--- config.mk ---
export PLATFORM = sky130hd
export DESIGN_NAME = seq_divider
export DESIGN_NICKNAME = d
export VERILOG_FILES = /design/src/rtl/seq_divider.sv
export SDC_FILE = /design/constraint.sdc
export NUM_CORES = 1
export LEC_CHECK = 0
export ABC_CLOCK_PERIOD_IN_PS = 4150
export CORE_MARGIN = 3
export CORE_UTILIZATION = 60
export CTS_CLUSTER_SIZE = 16
export DETAILED_ROUTE_END_ITERATION = 8
export DONT_BUFFER_PORTS = 1
export GPL_TIMING_DRIVEN = 0
export PLACE_DENSITY = 0.72
export SETUP_SLACK_MARGIN = 0.4
export SYNTH_ARGS = -nofsm -noshare
export SYNTH_HDL_FRONTEND = slang
export SYNTH_HIERARCHICAL = 1
export SYNTH_SLANG_ARGS = --single-unit
--- constraint.sdc ---
create_clock -name clk -period 4.15 [get_ports clk]
set_clock_uncertainty 0.2 [all_clocks]
set_input_delay 0.83 -clock clk [delete_from_list [all_inputs] [get_ports clk]]
set_output_delay 0.83 -clock clk [all_outputs]
set_load 0.01 [all_outputs]
--- src/rtl/seq_divider.sv ---
// rtl/seq_divider.sv - 32-bit unsigned restoring sequential divider, one quotient bit per cycle
// Includes the 32-bit unsigned magnitude comparator used for the trial decision.

module cmp_u32 (
    input  logic [31:0] a,
    input  logic [31:0] b,
    output logic        a_l
);
    assign a_l = (a < b);
endmodule

module seq_divider #(
    parameter int WIDTH = 32
) (
    input  logic             clk,
    input  logic             rst,
    input  logic             start,
    input  logic [WIDTH-1:0] dividend,
    input  logic [WIDTH-1:0] divisor,
    output logic             busy,
    output logic             done,
    output logic [WIDTH-1:0] quotient,
    output logic [WIDTH-1:0] remainder,
    output logic             div_by_zero
);
    typedef enum logic [1:0] {
        S_IDLE = 2'd0,
        S_RUN  = 2'd1,
        S_DONE = 2'd2
    } state_t;

    state_t           r_state;
    state_t           w_state_nxt;
    logic [4:0]       r_cnt;
    logic [WIDTH-1:0] r_rem;
    logic [WIDTH-1:0] r_dvd;
    logic [WIDTH-1:0] r_dvs;
    logic [WIDTH-1:0] r_quot;
    logic [WIDTH-1:0] r_remo;
    logic             r_dbz;

    logic             w_accept;
    logic             w_last;
    logic             w_lt;
    logic             w_qbit;
    logic [WIDTH:0]   w_trial;
    logic [WIDTH-1:0] w_rnew;
    logic [WIDTH-1:0] w_qnew;

    assign w_accept = start && (r_state != S_RUN);
    assign w_last   = (r_cnt == 5'd31);

    // r_dvd shifts out dividend bits at the top and collects quotient bits at the bottom
    assign w_trial = {r_rem, r_dvd[WIDTH-1]};

    cmp_u32 u_cmp (
        .a   (w_trial[WIDTH-1:0]),
        .b   (r_dvs),
        .a_l (w_lt)
    );

    assign w_qbit = w_trial[WIDTH] | ~w_lt;
    assign w_rnew = w_qbit ? (w_trial[WIDTH-1:0] - r_dvs) : w_trial[WIDTH-1:0];
    assign w_qnew = {r_dvd[WIDTH-2:0], w_qbit};

    always_ff @(posedge clk) begin
        if (rst) begin
            r_state <= S_IDLE;
        end else begin
            r_state <= w_state_nxt;
        end
    end

    always_comb begin
        w_state_nxt = r_state;
        busy        = 1'b0;
        done        = 1'b0;
        case (r_state)
            S_IDLE: begin
                if (start) begin
                    w_state_nxt = (divisor == '0) ? S_DONE : S_RUN;
                end
            end
            S_RUN: begin
                busy = 1'b1;
                if (w_last) begin
                    w_state_nxt = S_DONE;
                end
            end
            S_DONE: begin
                done = 1'b1;
                if (start) begin
                    w_state_nxt = (divisor == '0) ? S_DONE : S_RUN;
                end else begin
                    w_state_nxt = S_IDLE;
                end
            end
            default: w_state_nxt = S_IDLE;
        endcase
    end

    // Visible results are written only when DONE is entered, so partial state never leaks out
    always_ff @(posedge clk) begin
        if (rst) begin
            r_cnt  <= '0;
            r_rem  <= '0;
            r_dvd  <= '0;
            r_dvs  <= '0;
            r_quot <= '0;
            r_remo <= '0;
            r_dbz  <= 1'b0;
        end else if (w_accept) begin
            r_cnt <= '0;
            r_rem <= '0;
            r_dvd <= dividend;
            r_dvs <= divisor;
            if (divisor == '0) begin
                r_quot <= '1;
                r_remo <= dividend;
                r_dbz  <= 1'b1;
            end
        end else if (r_state == S_RUN) begin
            r_cnt <= r_cnt + 5'd1;
            r_rem <= w_rnew;
            r_dvd <= w_qnew;
            if (w_last) begin
                r_quot <= w_qnew;
                r_remo <= w_rnew;
                r_dbz  <= 1'b0;
            end
        end
    end

    assign quotient    = r_quot;
    assign remainder   = r_remo;
    assign div_by_zero = r_dbz;

endmodule

* Word-level counts from Yosys, hierarchy flattened *
Cells that the tools add are included.

cells by class
  add/sub/neg operators = 2
  order comparisons = 1
  equal/unequal tests = 7
  muxes and demuxes = 22
  bitwise operators = 2
  reduce and logical (&&, ||, !) cells = 8

operator list
  cell                                                   count
  two-way mux 32 bit                                     11
  logical NOT 32 bit                                     1
  < comparator 32 bit                                    1
  subtractor 32 bit                                      1
  two-way mux 2 bit                                      4
  two-way mux 1 bit                                      6
  case mux 2 bit (3 select lines)                        1
  adder 5 x 1 -> 5 bit, second input constant            1
  equality test 5 bit, second input constant             1
  inequality test 2 x 1 -> 1 bit, second input constant  2
  inequality test 2 bit, second input constant           2
  nonzero test 2 bit                                     2
  AND reduction 3 bit                                    1
  equality test 2 x 1 -> 1 bit, second input constant    1
  equality test 2 bit, second input constant             1
  logical NOT 2 bit                                      1
  AND reduction 2 bit                                    1
  OR reduction 2 bit                                     1
  logical AND 1 bit                                      1
  inverter 1 bit                                         1
  OR 1 bit                                               1

word-level totals
  flip-flop bits (word level) = 168
  input port bits = 67
  output and inout port bits = 67
  logic and storage cells = 50

* Depth between registers and ports, before layout *
Gate-level depths: netlist of run 1.

  word-level depth = 7
  depth in mapped cells = 15
  depth with buffers taken out = 14

* By module *
The synthesis of run 1 kept the hierarchy.

modules (own cells, without submodules)
  module       instances  cells an instance  area each (sq um)  sequential area each (sq um)
  seq_divider  1          1124               8971.1             3363.2
  cmp_u32      1          110                798.3              0.0

* Worst setup path after synthesis of run 1 *
OpenSTA, ideal clock, no wires.

  path type = reg-to-reg
  start point = register r_dvs[1]
  end point = register r_rem[17]
  library setup time = 116 ps
  arrival time = 2922 ps
  data required time = 3834 ps
  slack = 912 ps
  cell stages (with the launch flop) = 13
  buffers on the path = 3
  clock period less this slack = 3238 ps
  path through = dfxtp_1 inv_1 ha_1 a2111oi_4 nor4b_1 or4_1 a21oi_1 nor2b_1 buf_2 buf_1 clkbuf_1 o211ai_1 o211a_1

between the ends
  word-level cells in the longest chain between the ends = 4
  elaborated cells on any way between the ends = 5
  those cells by class = add/sub (1); order compare (1); mux (1); bitwise (2)

ends and longest elaborated chain
  what                      RTL line  RTL
  start: declaration        37        logic [WIDTH-1:0] r_dvs;
  start signal: assignment  116       r_dvs <= divisor;
  < comparator 32 bit       9         assign a_l = (a < b);
  via w_lt                  44        logic w_lt;
  inverter 1 bit            62        assign w_qbit = w_trial[WIDTH] | ~w_lt;
  OR 1 bit                  62
  two-way mux 32 bit        63        assign w_rnew = w_qbit ? (w_trial[WIDTH-1:0] - r_dvs) : w_trial[WIDTH-1:0];
  end signal: assignment    124       r_rem <= w_rnew;
  end: declaration          35        logic [WIDTH-1:0] r_rem;

The timed path passes the listed nets, and every way through them passes these cells.
A chain may end at the register's enable or synchronous reset.

* Final worst setup path of run 1 *
  start point = register r_dvs[14]
  end point = register r_rem[9]

Same word-level chain as after synthesis.

==> results of run 1 <==
## worst paths after layout
| path | start | end | slack [ps] |
|---|---|---|---|
| setup / recovery | r_dvs[14] | r_rem[9] | 550 |
| hold / removal | r_state[1] | r_state[1] | 260 |
| setup reg to reg | r_dvs[14] | r_rem[9] | 550 |
| hold reg to reg | r_state[1] | r_state[1] | 260 |
## worst max-delay path, stage by stage (launching register included)
cell and delay [ps]:
dfxtp_1 360, inv_1 50, ha_1 300, nand4_1 140, nor3_1 290, nor4b_1 390, or4_1 240, a21oi_4 90
nand2b_1 90, clkbuf_1 190, buf_2 320, clkbuf_4 310, mux2i_2 360, a21oi_1 120
## metrics by stage
step	setup slack, ps	instances	hold WS (ps)	power [W]	cell area [um^2]
floorplan	912	1234	223	0.00301	9770
global placement	-43.1	1450	239	0.00339	10000
detailed placement	-44.8	1450	244	0.00342	10000
CTS	418	1481	257	0.00497	10600
global route	424	1481	288	0.00528	10700
finish	552	1481	259	0.00504	10700
## layout make-up
class / instances / share of cell area [%]
multi-input combinational: 910 / 54.6
inverter: 70 / 2.47
buffer: 86 / 3.40
clock inverter: 13 / 1.27
sequential: 168 / 31.6
tap: 216 / 2.54
clock buffer: 18 / 4.12
## timing repair
item	in CTS	in global routing
hold buffers	0	0
resized for setup	5	15
setup endpoints to repair	40	27
## cell families after synthesis
| group | Yosys count | share of synthesized area, % |
|---|---|---|
| compound gates | 327 | 23.0 |
| fa+ha+maj | 65 | 8.40 |
| mux | 44 | 4.51 |
| buf+inv | 156 | 6.28 |
| xor+xnor | 29 | 2.60 |
| simple gates | 445 | 20.8 |
| flops | 168 | 34.4 |
## Yosys cell counts, drive strengths merged (4+ instances only)
| cell | n |
|---|---|
| nor2 | 141 |
| o21ai | 36 |
| mux2i | 44 |
| a21oi | 132 |
| clkbuf | 64 |
| nand3 | 16 |
| and2 | 4 |
| a21o | 20 |
| nand2b | 11 |
| o211ai | 13 |
| ha | 64 |
| a311oi | 9 |
| nor2b | 5 |
| nand2 | 150 |
| nor3 | 73 |
| and3 | 6 |
| nand4 | 6 |
| xnor2 | 20 |
| a211oi | 64 |
| buf | 22 |
| and4 | 7 |
| nor4 | 12 |
| inv | 70 |
| o21a | 6 |
| xor2 | 9 |
| dfxtp | 168 |
| a31oi | 10 |
## flip-flops by register name, summed over array words and instances, names as in the netlist
signal	cells
quotient	32
r_cnt	5
r_state	2
r_dvd	32
r_rem	32
r_dvs	32
div_by_zero	1
remainder	32
## cells in the final DEF (no fill, tap or decap), types with 4 or more instances in the layout
master / Yosys / routed
dfxtp_1: 168 / 168
nand2_1: 150 / 150
nor2_1: 139 / 138
a21oi_1: 129 / 126
nor3_1: 71 / 71
inv_1: 69 / 69
ha_1: 64 / 64
a211oi_1: 61 / 60
clkbuf_1: 63 / 59
mux2i_1: 44 / 43
o21ai_0: 24 / 24
a21o_1: 20 / 20
xnor2_1: 20 / 20
clkbuf_16: 0 / 17
nand3_1: 15 / 15
buf_1: 13 / 11
nor4_1: 11 / 11
o211ai_1: 11 / 11
o21ai_1: 11 / 11
nand2b_1: 10 / 10
a31oi_1: 9 / 9
xor2_1: 9 / 9
buf_2: 6 / 8
a311oi_1: 8 / 8
and4_1: 7 / 7
nand4_1: 6 / 6
o21a_1: 6 / 6
nor2b_1: 5 / 5
and3_1: 5 / 5
a21oi_2: 3 / 5
inv_6: 0 / 5
and2_1: 4 / 4
a211oi_2: 3 / 4
## per-layer routing
layer / vias to the layer above / GRT usage [%] / wire length, um
met3: 62 / 6.23 / 2360
met4: 0 / 11.3 / 895
met1: 4105 / 42.6 / 12400
met2: 396 / 49.6 / 12700
li1: 4407 / - / -
met5: - / 0 / 0
## power breakdown
part           leakage, nW  total [W]  switching [W]  internal [W]
registers             1.37    0.00178      0.0000861       0.00169
clock network        0.282    0.00158       0.000717      0.000858
logic                 2.63    0.00169        0.00106      0.000627
total                 4.28    0.00504        0.00187       0.00318
==> results.txt, run 1 <==
----------------------------------------------------
[STA]
  Final Critical Period ... 3600 ps
  Peak clock frequency supported by timing ... 0.278 GHz
  Setup repair after global routing missed its margin ... no
  Final Hold Viols ... 0
  Count of final max-slew check failures ... 0
  Endpoints failing setup ... 0
  Slew at the pin closest to its max-slew limit ... 829 ps
  Accumulated negative setup slack ... 0 ps
  Slew Limit Headroom ... 44.7%
  Period utilisation layout ... 86.7%

[Synthesis]
  Sequential element share of the synthesized area ... 34.4%
  Register bit total from synthesis ... 168
  Post-synthesis cell type with the largest combined area ... dfxtp_1
  Most frequently used flop master after synthesis ... dfxtp_1
  Area contributors post-synth ... dfxtp_1 34%, ha_1 8.2%, a21oi_1 6.6%, nand2_1 5.8%, nor2_1 5.3%
  Mean instance size in the synthesized netlist ... 7.92 um^2
  Gate count after technology mapping ... 1234
  FFs w/ async S/R, synth ... 0%
  Yosys synthesis warning count ... 6
  Number of enable-type register cells in the synthesized netlist ... 0
  Number of nets produced by synthesis ... 1366
  Area fraction of the dominant cell type after synthesis ... 34.4%
  Post-synth design cell area ... 9770 um^2
  Distinct cell type count of the synthesized netlist ... 78

[Worst setup path]
  Data arrival time of the worst path ... 3680 ps
  Category of the most critical setup path ... reg2reg
  Nature of the critical path startpoint ... flip-flop
  Type of element capturing the critical path ... flip-flop
  Length in cells of the worst reg-to-reg path ... 13
  Peak fanout along the critical path ... 10
  Req. time, crit path ... 4240 ps

[Run status]
  Status ... complete, no violations

[Route]
  Number of detailed-route iterations in the first pass ... 6
  Avg Vias per Cell ... 6.06
  Post-detailed-route count of antenna-violating nets ... 0
  Detailed router's first-iteration violation count ... 813
  DRC violation count after routing ... 0
  Drt total wl ... 28300 um
  Via count ... 8970
  Wire length per cell after detailed routing ... 19.1 um

[Power and ir drop]
  Static leakage ... 4.28 nW
  Ratio of total power to cell area ... 473 nW/um^2
  Maximum VDD drop ... 0.000349 V

[Floorplan]
  Die Wd ... 134 um
  Initial Utilization ... 61.5%
  Area of the die ... 17800 um^2
  I/O pin count ... 134
  Placement row count ... 46
  CORE AREA ... 15900 um^2
  Y dimension of the die ... 134 um

[Placement]
  Number of buffers added on ports ... 0
  Post-DP HPWL ... 22000 um
  Routability congestion estimate from global placement ... 0.908

[Clock tree]
  TritonCTS clock tree ... done
  Total clock sinks ... 168
  Total number of H-tree levels ... 4
  Number of CTS-inserted buffers ... 17
  # Post-CTS Setup Buffers ... 0
  Clock transition time at the flip-flop clock pins of the worst setup and hold paths ... 70 ps
  Maximum buffer depth of the clock tree ... 2
  Cell at the root of the clock tree ... clkbuf_16
  Clk Latency, worst-skew pair ... 440 ps

[Finish]
  Number of nets in the layout ... 1385
  Area occupied by multi-input gates ... 5820 um^2
  Total of fill cells in the finished design ... 1457
  Proportion of layout cells with a drive suffix above 1 ... 6.56%
  Signed area change from the synthesized netlist to the final layout ... 9.08%
  Footprint of the flip-flops and latches ... 3360 um^2
  Ant diodes ... 0
  Post-Route Utilization ... 67.1%

[Flow run]
  Max-cap violations ... 0

[Hold path]
  Worst Hold Depth ... 1
  Type of the most critical hold path ... reg2reg

[Global route]
  GRT Resource Usage Total ... 31.3%
  Number of global-route vias before repair ... 8286
  Largest net degree at the start of global routing ... 17
  First-pass GRT wire length ... 44300 um
  Antenna violations before repair ... 0
  Total global routing overflow ... 0

----------------------------------------------------
No activity file was read; power rests on OpenSTA's default activity.
==> inputs of run 2 (changes only) <==
Settings changed: ABC_AREA from default to 1, ABC_CLOCK_PERIOD_IN_PS 4150 to 4500.
Clock period 4.15 ns to 4.5 ns, I/O delays scaled along.
==> results.txt, run 2 <==
----------------------------------------------------
[Run status]
  Status ... complete, no violations

[Route]
  Avg Vias per Cell ... 5.48
  Detailed router's first-iteration violation count ... 862
  DRC violation count after routing ... 0
  Post-detailed-route count of antenna-violating nets ... 0
  Wire length per cell after detailed routing ... 16.1 um
  Number of detailed-route iterations in the first pass ... 6
  Drt total wl ... 29800 um
  Via count ... 10134

[Worst setup path]
  Critical register-to-register path endpoint ... r_rem[24]
  Type of element capturing the critical path ... flip-flop
  Data arrival time of the worst path ... 3500 ps
  Beginning of the worst register-to-register path ... r_dvs[31]
  Category of the most critical setup path ... reg2reg
  Req. time, crit path ... 4640 ps
  Worst setup slack for register-to-register paths ... 1150 ps
  Peak fanout along the critical path ... 10
  Length in cells of the worst reg-to-reg path ... 14
  Nature of the critical path startpoint ... flip-flop

[Clock tree]
  Number of buffers inserted for hold repair after clock tree synthesis ... 0
  Total number of H-tree levels ... 4
  Total clock sinks ... 168
  TritonCTS clock tree ... done
  Number of CTS-inserted buffers ... 17
  Clock transition time at the flip-flop clock pins of the worst setup and hold paths ... 70 ps
  Cell at the root of the clock tree ... clkbuf_16
  # Post-CTS Setup Buffers ... 0
  Clk Latency, worst-skew pair ... 450 ps
  Post-CTS Resized ... 0
  Maximum buffer depth of the clock tree ... 2

[Finish]
  Proportion of layout cells with a drive suffix above 1 ... 4.10%
  Number of nets in the layout ... 1752
  Signed area change from the synthesized netlist to the final layout ... 8.35%
  Most common cell after layout, fill and taps aside ... nand2_1
  Total of fill cells in the finished design ... 1549
  Footprint of the flip-flops and latches ... 3360 um^2
  Ant diodes ... 0
  Most used cells in the layout excluding fill and tap cells ... 365 x nand2_1, 349 x inv_1, 168 x dfxtp_1, 165 x a21oi_1, 93 x nor2_1
  Area occupied by multi-input gates ... 5200 um^2

[Floorplan]
  Placement row count ... 46
  Y dimension of the die ... 136 um
  Initial Utilization ... 62.7%
  I/O pin count ... 134
  CORE AREA ... 16200 um^2
  Die Wd ... 136 um
  Area of the die ... 18600 um^2

[Global route]
  First-pass GRT wire length ... 46600 um
  Largest net degree at the start of global routing ... 19
  Total global routing overflow ... 0
  GRT Resource Usage Total ... 32.1%
  Antenna violations before repair ... 0
  Number of global-route vias before repair ... 9198

[STA]
  Slew Limit Headroom ... 55.7%
  Peak clock frequency supported by timing ... 0.298 GHz
  Period utilisation layout ... 74.5%
  Setup repair after global routing missed its margin ... no
  Accumulated negative setup slack ... 0 ps
  Final Critical Period ... 3350 ps
  Count of final max-slew check failures ... 0
  Slew at the pin closest to its max-slew limit ... 665 ps
  Endpoints failing setup ... 0
  Final Hold Viols ... 0

[Synthesis]
  Mean instance size in the synthesized netlist ... 6.36 um^2
  Area contributors post-synth ... dfxtp_1 33%, nand2_1 13%, inv_1 13%, a21oi_1 8.1%, ha_1 7.9%
  Leading cell types by count after synthesis ... 365 x nand2_1, 349 x inv_1, 168 x dfxtp_1
  Number of enable-type register cells in the synthesized netlist ... 0
  Area fraction of the dominant cell type after synthesis ... 33.0%
  Yosys synthesis warning count ... 6
  Register bit total from synthesis ... 168
  Most frequently used flop master after synthesis ... dfxtp_1
  Gate count after technology mapping ... 1601
  Sequential element share of the synthesized area ... 33.0%
  Post-synthesis cell type with the largest combined area ... dfxtp_1
  Most common cell in the netlist ... nand2_1
  Post-synth design cell area ... 10200 um^2
  Number of nets produced by synthesis ... 1733
  Distinct cell type count of the synthesized netlist ... 37
  FFs w/ async S/R, synth ... 0%

[Placement]
  Number of buffers added on ports ... 0
  Post-DP HPWL ... 23600 um
  Routability congestion estimate from global placement ... 0.942

[Hold path]
  Endpoint of the worst hold-timing path ... quotient[27]
  Beginning of the worst hold path ... r_dvd[26]
  Worst Hold Depth ... 2
  Type of the most critical hold path ... reg2reg

[Power and ir drop]
  Static leakage ... 5.82 nW
  Maximum VDD drop ... 0.000384 V
  Ratio of total power to cell area ... 414 nW/um^2
  Sum of internal, switching and leakage power ... 0.00457 W

[Flow run]
  Max-cap violations ... 0

----------------------------------------------------
[run 2: per-stage QoR]
step | utilization, % | worst slack [ps] | instances | cell area [um^2] | hold WS, ps
6_report | 67.9 | 1150 | 1849 | 11000 | 280
5_1_grt | 67.9 | 978 | 1849 | 11000 | 291
4_1_cts | 67.9 | 1170 | 1849 | 11000 | 278
3_5_place_dp | 64.4 | 1210 | 1817 | 10400 | 272
3_3_place_gp | 64.4 | 1230 | 1817 | 10400 | 257
2_1_floorplan | - | 2070 | 1601 | 10200 | 245
[run 2: power by group]
part	internal (W)	switching, W	leakage, nW	total (W)
registers	0.00160	0.000113	1.38	0.00172
clock network	0.000743	0.000718	0.285	0.00146
logic	0.000432	0.000957	4.15	0.00139
total	0.00278	0.00179	5.82	0.00457
[run 2: cells by family after synthesis]
logic type,after synthesis,share of synthesized area [%]
flip-flops,168,33.0
AO/OA/AOI/OAI,376,19.8
buffers and inverters,420,15.9
adder cells (fa/ha/maj),65,8.06
AND/OR/NAND/NOR,567,22.9
XOR/XNOR,5,0.430
[run 2: layout make-up]
type / count / share of cell area [%]
plain buffers: 64 / 2.52
clock buffers: 18 / 3.89
clock inverters: 14 / 1.36
inverters: 356 / 12.1
multi-input cells: 1013 / 47.2
flip-flops and latches: 168 / 30.5
well taps: 216 / 2.45
[run 2: critical path, cell delays in order, from the launching register on]
cell      delay [ps]
dfxtp_1          390
inv_1             70
ha_1             310
nand4_1          190
nor3_2           230
and3_1           210
a21oi_2           80
nand2_1          110
clkbuf_1         460
clkbuf_1         470
nand3_1          230
nand2_1          110
nand2_1           50
nand2_1           80
inv_1             40
[run 2: worst max-delay path by stage]
stage	end	start
floorplan	r_rem[22]	r_dvs[31]
global placement	r_rem[24]	r_dvs[31]
detailed placement	r_rem[24]	r_dvs[3]
CTS	r_rem[24]	r_dvs[3]
global route	r_rem[22]	r_dvs[3]
finish	r_rem[24]	r_dvs[31]
[run 2: per-layer routing]
| layer | track usage (%) | part of all wire (%) | vias to the layer above |
|---|---|---|---|
| li1 | - | - | 5112 |
| met1 | 42.5 | 44 | 4585 |
| met2 | 52.0 | 45 | 375 |
| met3 | 6.11 | 7.5 | 62 |
| met4 | 12.0 | 3.4 | 0 |
| met5 | 0 | 0 | - |
==> inputs of run 3 (changes only) <==
Settings changed: ABC_CLOCK_PERIOD_IN_PS 4500 to 2700, CORE_UTILIZATION 60 to 58.
Clock period 4.5 ns to 2.7 ns, I/O delays scaled along.
==> results.txt, run 3 (same netlist as run 2, synthesis figures left out) <==
----------------------------------------------------
[Placement]
  Number of buffers added on ports ... 0
  Cell area reported after detailed placement ... 10500 um^2
  Routability congestion estimate from global placement ... 0.945
  Post-Place Setup Slack ... -395 ps
  # placed instances ... 1821
  Post-DP HPWL ... 23900 um

[Global route]
  Met2 Resource Use GR ... 53.1%
  GRT Resource Usage Total ... 32.3%
  Number of global-route vias before repair ... 9515
  Met3 track demand over resource ... 5.84%
  Most Crowded Layer GR ... met2
  GR Layer Usage met1 ... 42.4%
  First-pass GRT wire length ... 50000 um
  Largest net degree at the start of global routing ... 19
  Total global routing overflow ... 0
  Antenna violations before repair ... 0

[Power and ir drop]
  Maximum VDD drop ... 0.000629 V
  Static leakage ... 6.17 nW
  Ratio of total power to cell area ... 693 nW/um^2

[Worst setup path]
  Data arrival time of the worst path ... 2780 ps
  Category of the most critical setup path ... reg2reg
  WP buf/inv ... 3
  Chain of cells forming the critical path ... inv_4 -> ha_4 -> nand4_1 -> nor3_4 -> and3_4 -> a21oi_4 -> nand2_4 -> clkinv_4 -> clkbuf_8 -> o21ai_2 -> nand2_1 -> a21oi_2
  Nature of the critical path startpoint ... flip-flop
  Req. time, crit path ... 2880 ps
  Highest-delay cell along the critical path ... dfxtp_4
  Peak fanout along the critical path ... 10
  Worst setup path startpoint ... r_dvs[31]
  Type of element capturing the critical path ... flip-flop
  Beginning of the worst register-to-register path ... r_dvs[31]
  Worst path max stage delay ... 370 ps
  Largest delay contributor family on the critical path ... simple AND/OR/NAND/NOR gates

[Route]
  Drt total wl ... 33200 um
  Avg Vias per Cell ... 5.62
  Post-detailed-route count of antenna-violating nets ... 0
  Number of detailed-route iterations in the first pass ... 6
  DRC violation count after routing ... 0
  Wire length per cell after detailed routing ... 17.7 um
  Detailed router's first-iteration violation count ... 1049
  Via count ... 10556

[Finish]
  Number of nets in the layout ... 1778
  Ant diodes ... 0
  Signed area change from the synthesized netlist to the final layout ... 21.5%
  Most common cell after layout, fill and taps aside ... inv_1
  Design area ... 12400 um^2
  Proportion of layout cells with a drive suffix above 1 ... 16.8%
  Filler-free cell count of the finished design ... 1879
  Most used cells in the layout excluding fill and tap cells ... 341 x inv_1, 328 x nand2_1, 146 x a21oi_1, 127 x dfxtp_1, 91 x nor2_1

[Floorplan]
  Placement row count ... 47
  Initial Utilization ... 60.3%
  CORE AREA ... 16900 um^2
  Area of the die ... 19200 um^2
  Die Wd ... 138 um
  Y dimension of the die ... 138 um
  I/O pin count ... 134

[Hold path]
  Beginning of the worst hold path ... divisor[21]
  Type of the most critical hold path ... in2reg

[STA]
  Accumulated negative setup slack ... 0 ps
  Worst hold margin ... 42.7 ps
  Endpoints failing setup ... 0
  Slew Limit Headroom ... 39.5%
  Peak clock frequency supported by timing ... 0.384 GHz
  Final Critical Period ... 2600 ps
  Slew at the pin closest to its max-slew limit ... 908 ps
  Final Hold Viols ... 0
  Post-layout worst setup margin ... 96.3 ps
  Setup repair after global routing missed its margin ... yes
  Period utilisation layout ... 96.4%
  Count of final max-slew check failures ... 0

[Run status]
  Status ... complete, no violations

[Clock tree]
  Number of CTS-inserted buffers ... 17
  TritonCTS clock tree ... done
  Maximum buffer depth of the clock tree ... 2
  Clk Latency, worst-skew pair ... 440 ps
  Total clock sinks ... 168
  Total number of H-tree levels ... 4
  Cell at the root of the clock tree ... clkbuf_16
  Clock transition time at the flip-flop clock pins of the worst setup and hold paths ... 70 ps

[Flow run]
  Max-cap violations ... 0

----------------------------------------------------
[run 3: changes by cell type in the layout (fill, tap and decap cells not counted), sizes merged]
cell | previous run | this run
dlygate4sd3 | 0 | 1
clkinvlp | 0 | 1
clkinv | 7 | 5
buf | 27 | 47
clkbuf | 55 | 60
inv | 363 | 364
[run 3: worst paths after layout]
kind | slack (ps) | to | cells after the start
worst min register to register | 280 | r_cnt[4] | 2
worst max register to register | 100 | remainder[11] | 12
worst min-delay path | 40 | r_dvs[21] | 2
worst max-delay path | 100 | remainder[11] | 12
[run 3: cell type report]
type,count,area (um^2)
Fill cell,1345,4520
Sequential cell,168,3430
Multi-Input combinational cell,1013,6070
Tap cell,220,275
Buffer,64,408
Timing Repair Buffer,26,265
Clock buffer,18,429
Clock inverter,14,146
Inverter,356,1340
[run 3: through the flow]
stage                     util, %  power [W]
after floorplan                 -    0.00455
after global placement       62.0    0.00515
after detailed placement     62.0    0.00519
after CTS                    70.3    0.00817
after global routing         73.2    0.00897
final                        73.2    0.00857
[run 3: layer usage]
| layer | share of wire [%] | vias up |
|---|---|---|
| li1 | - | 5158 |
| met1 | 41 | 4828 |
| met2 | 46 | 483 |
| met3 | 8.3 | 87 |
| met4 | 4.0 | 0 |
| met5 | 0 | - |
[run 3: what timing repair did]
action                                  in CTS  in global routing
cloned                                       2                  2
pin swaps                                   46                 35
endpoints found under the setup margin      68                118
setup buffers                               13                  8
hold endpoints to repair                     2                  0
hold buffers                                 1                  0
gates resized for setup                    194                 98
[run 3: report_power, final]
group / leakage, nW / switching [W] / internal (W)
registers: 1.40 / 0.000199 / 0.00268
clock network: 0.281 / 0.00120 / 0.00124
logic: 4.49 / 0.00207 / 0.00118
total: 6.17 / 0.00347 / 0.00510
